<file path="src/rtl/addr_onehot_decoder.sv">
// -----------------------------------------------------------------------------
// addr_onehot_decoder
//
// Decodes a 4-bit address index into a 15-bit one-hot select word and holds
// that word on AddrOut for DWELL cycles. After the hold it drives one all-zero
// gap cycle so that two consecutive selects never overlap (break-before-make).
// Index 15 has no select line. It is consumed and reported with a one-cycle
// AddrErr pulse.
//
// Parameters
//   DWELL      cycles each decoded word is held on AddrOut (legal 1..255)
//
// Ports
//   clk        rising-edge clock for all state
//   rst        synchronous, active-low reset
//   AddrIn     address index, sampled only on an accepted handshake
//   AddrValid  requester presents a valid AddrIn
//   AddrReady  block accepts AddrIn this cycle (IDLE and Clear low)
//   Clear      synchronous abort of the current hold
//   AddrOut    registered one-hot (or all-zero) select word
//   Busy       high while a word is held or during the gap cycle
//   AddrErr    one-cycle pulse after an illegal index is accepted
// -----------------------------------------------------------------------------
module addr_onehot_decoder #(
    parameter int unsigned DWELL = 4
) (
    input  logic        clk,
    input  logic        rst,
    input  logic [3:0]  AddrIn,
    input  logic        AddrValid,
    output logic        AddrReady,
    input  logic        Clear,
    output logic [14:0] AddrOut,
    output logic        Busy,
    output logic        AddrErr
);

    typedef enum logic [1:0] {
        ST_IDLE = 2'd0,
        ST_HOLD = 2'd1,
        ST_GAP  = 2'd2
    } state_t;

    // Counter reload value: the first hold cycle is counted by the load itself.
    localparam logic [7:0] DWELL_M1 = 8'(DWELL - 32'd1);

    // Index 0 maps to the top select line, index k (1..14) to line k-1.
    // Index 15 has no line and decodes to all zeros.
    function automatic logic [14:0] decode_onehot(input logic [3:0] idx);
        logic [14:0] word;
        word = 15'h0000;
        case (idx)
            4'd0:    word = 15'h4000;
            4'd15:   word = 15'h0000;
            default: word = 15'h0001 << (idx - 4'd1);
        endcase
        return word;
    endfunction

    state_t      state_r;
    state_t      state_nxt_s;
    logic [7:0]  cnt_r;
    logic [7:0]  cnt_nxt_s;
    logic [14:0] addr_out_r;
    logic [14:0] addr_out_nxt_s;
    logic        addr_err_r;
    logic        addr_err_nxt_s;
    logic        ready_s;
    logic        accept_s;
    logic        legal_s;

    // Handshake qualification: Clear blocks acceptance, and nothing is
    // advertised while reset is asserted.
    always_comb begin
        ready_s  = rst && (state_r == ST_IDLE) && !Clear;
        accept_s = ready_s && AddrValid;
        legal_s  = (AddrIn != 4'd15);
    end

    // Next-state logic.
    always_comb begin
        state_nxt_s = state_r;
        case (state_r)
            ST_IDLE: begin
                if (accept_s && legal_s) begin
                    state_nxt_s = ST_HOLD;
                end else begin
                    state_nxt_s = ST_IDLE;
                end
            end
            ST_HOLD: begin
                if (Clear || (cnt_r == 8'd0)) begin
                    state_nxt_s = ST_GAP;
                end else begin
                    state_nxt_s = ST_HOLD;
                end
            end
            ST_GAP:  state_nxt_s = ST_IDLE;
            default: state_nxt_s = ST_IDLE;
        endcase
    end

    // Output and dwell-counter next values.
    always_comb begin
        addr_out_nxt_s = addr_out_r;
        cnt_nxt_s      = cnt_r;
        addr_err_nxt_s = 1'b0;
        case (state_r)
            ST_IDLE: begin
                if (accept_s && legal_s) begin
                    addr_out_nxt_s = decode_onehot(AddrIn);
                    cnt_nxt_s      = DWELL_M1;
                end else if (accept_s) begin
                    // Illegal index: consumed, flagged, output stays zero.
                    addr_out_nxt_s = 15'h0000;
                    cnt_nxt_s      = 8'd0;
                    addr_err_nxt_s = 1'b1;
                end else begin
                    addr_out_nxt_s = 15'h0000;
                    cnt_nxt_s      = 8'd0;
                end
            end
            ST_HOLD: begin
                if (Clear || (cnt_r == 8'd0)) begin
                    addr_out_nxt_s = 15'h0000;
                    cnt_nxt_s      = 8'd0;
                end else begin
                    cnt_nxt_s      = cnt_r - 8'd1;
                end
            end
            ST_GAP: begin
                addr_out_nxt_s = 15'h0000;
                cnt_nxt_s      = 8'd0;
            end
            default: begin
                addr_out_nxt_s = 15'h0000;
                cnt_nxt_s      = 8'd0;
            end
        endcase
    end

    // State, counter and output registers with synchronous active-low reset.
    always_ff @(posedge clk) begin
        if (!rst) begin
            state_r    <= ST_IDLE;
            cnt_r      <= 8'd0;
            addr_out_r <= 15'h0000;
            addr_err_r <= 1'b0;
        end else begin
            state_r    <= state_nxt_s;
            cnt_r      <= cnt_nxt_s;
            addr_out_r <= addr_out_nxt_s;
            addr_err_r <= addr_err_nxt_s;
        end
    end

    // Output mapping; Busy is a pure decode of the state register.
    always_comb begin
        AddrOut   = addr_out_r;
        AddrErr   = addr_err_r;
        Busy      = (state_r != ST_IDLE);
        AddrReady = ready_s;
    end

endmodule

</file>
<file path="config.mk">
export PLATFORM = sky130hd
export DESIGN_NAME = addr_onehot_decoder
export DESIGN_NICKNAME = d
export VERILOG_FILES = /design/src/rtl/addr_onehot_decoder.sv
export SDC_FILE = /design/constraint.sdc
export NUM_CORES = 1
export LEC_CHECK = 0
export CORE_MARGIN = 2
export CORE_UTILIZATION = 51
export DETAILED_ROUTE_END_ITERATION = 8
export PLACE_DENSITY_LB_ADDON = 0.08
export SLEW_MARGIN = 40
export SYNTH_ARGS = -nofsm -noshare
export SYNTH_HDL_FRONTEND = slang
export SYNTH_SLANG_ARGS = --single-unit
</file>
<file path="constraint.sdc">
create_clock -name clk -period 5.4 [get_ports clk]
set_clock_uncertainty 0.1 [all_clocks]
set_input_delay 0.54 -clock clk [delete_from_list [all_inputs] [get_ports clk]]
set_output_delay 0.54 -clock clk [all_outputs]
set_load 0.01 [all_outputs]
</file>
==> results.sh <==
export IMPL_seq_power_share=0.613
export IMPL_start_util=0.541
export IMPL_setup_tns_ns=0
export IMPL_path_clk_slew_ns=0.13
export IMPL_end_kind="primary output"
export IMPL_grt_pass1_wl_um=3480
export IMPL_ios=26
export IMPL_switchingPower_mw=0.0692
export IMPL_antenna_left=0
export IMPL_status="finished, final reports clean"
export IMPL_critPathLaunchType="input pin"
export IMPL_maxCapViolCount=0
export IMPL_synth_enable_flop_cells=0
export IMPL_clkLatencyLatePin_ns=0.31
export IMPL_rsz0062_at_grt="no"
export IMPL_grtUsageMet1=0.241
export IMPL_path_max_fanout=9
export IMPL_power_density_mw_per_mm2=236
export IMPL_worst_pin_slew_ns=0.677
export IMPL_drtIter0Drc=10
export IMPL_power_leakage_nw=0.493
export IMPL_setup_viol_count_final=0
export IMPL_yosys_warnings=0
export IMPL_die_h_um=49.4
export IMPL_cp_required_ns=4.76
export IMPL_synthTopCellsByArea="dfxtp_1 50%, o2bb2ai_1 10%, nand4b_1 2.5%"
export IMPL_min_to="AddrOut[1]$_SDFFE_PN0P_"
export IMPL_portBuffers=25
export IMPL_yosysTopAreaCellShare=0.496
export IMPL_synth_distinct_cells=35
export IMPL_drc_errors=0
export IMPL_grt_usage=0.179
export IMPL_async_reset_ff_frac=0
export IMPL_fmax_mhz=333
export IMPL_root_buffer="clkbuf_4"
export IMPL_drive_above_1_share=0.0703
export IMPL_ys_ff_latch=26
export IMPL_grt_ovfl_total=0
export IMPL_p_int_mw=0.249
export IMPL_vias=876
export IMPL_yosysSeqAreaShare=0.496
export IMPL_syn_num_nets=112
export IMPL_fin_crit_sh=0.556
export IMPL_r2r_setup_slack_ns=3.49
export IMPL_fill_cells=161
export IMPL_synth_top_cell_by_area="dfxtp_1"
export IMPL_fp_dieArea_mm2=0.00244
export IMPL_grt_use_met2=0.295
export IMPL_switching_share=0.217
export IMPL_p_clk_frac=0.299
export IMPL_cts_buffers=3
export IMPL_r2r_start="cnt_r[2]$_SDFF_PN0_"
export IMPL_vias_per_cell=5.65
export IMPL_layout_min_cycle_time_ns=3.00
export IMPL_holdCritPathClass="register to register"
export IMPL_clock_sinks=26
export IMPL_use_met3=0.0368
export IMPL_netlist_area_mm2=0.00105
export IMPL_grt_pass1_vias=814
export IMPL_maxSlewViolCount=0
export IMPL_wl_per_cell_um=13.0
export IMPL_gp_congestion=0.767
export IMPL_vdd_drop_max_mv=0.165
export IMPL_antenna_found_initial=0
export IMPL_clk_path_buf_depth=2
export IMPL_place_hpwl_um=1460
export IMPL_hold_viol=0
export IMPL_holdWs_ns=0.366
export IMPL_path_class="input pin to primary output"
export IMPL_arrival_ns=2.36
export IMPL_hold_buffers=0
export IMPL_hold_depth=2
export IMPL_slew_headroom=0.548
export IMPL_synth_cells=102
export IMPL_layout_nets=139
export IMPL_fp_row_count=16
export IMPL_synth_ff_type="dfxtp_1"
export IMPL_comb_power_share=0.088
export IMPL_worstHoldStart="AddrOut[1]$_SDFFE_PN0P_"
export IMPL_grt_max_degree=15
export IMPL_busiest_layer="met2"
export IMPL_wl_um=2020
export IMPL_worst_r2r_endpoint="AddrOut[11]$_SDFFE_PN0P_"
export IMPL_antenna_cells=0
export IMPL_postCtsSetupRepairBufs=0
export IMPL_cts_max_level=1
export IMPL_cts_tree="yes"
export IMPL_fp_dieW_um=49.4
export IMPL_cts_resized=0
export IMPL_dr_pass1_iters=4
export IMPL_core_area_mm2=0.00194
export IMPL_syn2layout_area_growth_pct=28.6
export IMPL_syn_avg_cell_area_um2=10.3
export IMPL_r2r_cells=3
==> power groups by stage <==
stage                     combinational [mW]  sequential [mW]  clock [mW]
final                                 0.0280            0.195      0.0952
after global routing                  0.0311            0.195       0.107
after CTS                             0.0281            0.195      0.0983
after detailed placement              0.0279            0.199           0
after global placement                0.0273            0.199           0
after floorplan                       0.0155            0.199           0
==> metal layers <==
metal	wire, µm	up-vias
met3	80	0
met5	0	-
met4	0	0
li1	-	434
met2	978	19
met1	955	423
==> how the worst max path moves through the flow <==
stage	startpoint	to	cells past startpoint
floorplan	Clear	AddrOut[1]$_SDFFE_PN0P_	3
global placement	Clear	AddrReady	3
detailed placement	rst	AddrReady	3
CTS	rst	AddrReady	3
global route	rst	AddrReady	3
finish	rst	AddrReady	3
==> cell usage after synthesis (3+ instances only) <==
cell / count
a21oi_1: 4
and2_1: 3
dfxtp_1: 26
inv_1: 4
nand4_1: 3
nand4b_1: 3
nor2_1: 5
o21ai_0: 5
o2bb2ai_1: 12
or3_1: 4
==> worst max-delay path, cell delays in order <==
cell and delay (ns):
clkdlybuf4s50_1 0.56, nor4b_2 0.60, clkdlybuf4s50_1 0.66
==> cells by family (layout without fill, tap and decap cells) <==
family	Yosys count	in the layout	share of synthesized area
compound gates	31	31	0.217
xor+xnor	2	2	0.0167
simple gates	34	34	0.213
fa+ha+maj	2	2	0.0238
buf+inv	7	33	0.0334
flops	26	26	0.496
==> layout by cell type (no fill, tap or decap) <==
cell type / n
dfxtp_1: 26
clkdlybuf4s50_1: 25
o2bb2ai_1: 12
nor2_1: 5
o21ai_0: 5
inv_1: 4
or3_1: 4
a21oi_1: 4
nand4b_1: 3
nand4_1: 3
and2_1: 3
clkbuf_4: 3
or2_2: 2
nand2b_1: 2
or4_1: 2
o211ai_1: 2
a21boi_0: 2
nand2_1: 2
xnor2_1: 2
ha_1: 2
nor4b_2: 1
nor2b_1: 1
or3b_2: 1
nor4bb_1: 1
o21ai_2: 1
o22ai_1: 1
o21a_1: 1
nand3_1: 1
o21bai_1: 1
and4b_1: 1
nor3b_1: 1
o31ai_1: 1
and3_1: 1
a32o_1: 1
clkbuf_8: 1
==> final cells by class <==
cell class,instances,area (µm²),area share
timing repair buffer,25,250,0.185
tap,27,33.8,0.0250
multi-input combinational,69,494,0.366
sequential,26,520,0.386
inverter,4,15.0,0.0111
clock buffer,4,36.3,0.0269
==> stage by stage <==
step | std cells | util | setup slack (ns) | power (mW) | area, µm²
2_1_floorplan | 102 | - | 3.58 | 0.214 | 1050
3_3_place_gp | 151 | 0.677 | 2.45 | 0.226 | 1310
3_5_place_dp | 151 | 0.677 | 2.39 | 0.227 | 1310
4_1_cts | 155 | 0.695 | 2.40 | 0.321 | 1350
5_1_grt | 155 | 0.695 | 2.30 | 0.333 | 1350
6_report | 155 | 0.695 | 2.40 | 0.318 | 1350
==> state kept, by name, summed over array words and instances, names as in the netlist <==
name / count
AddrOut: 15
cnt_r: 8
state_r: 2
AddrErr: 1
(Power assumes the default switching activity.)
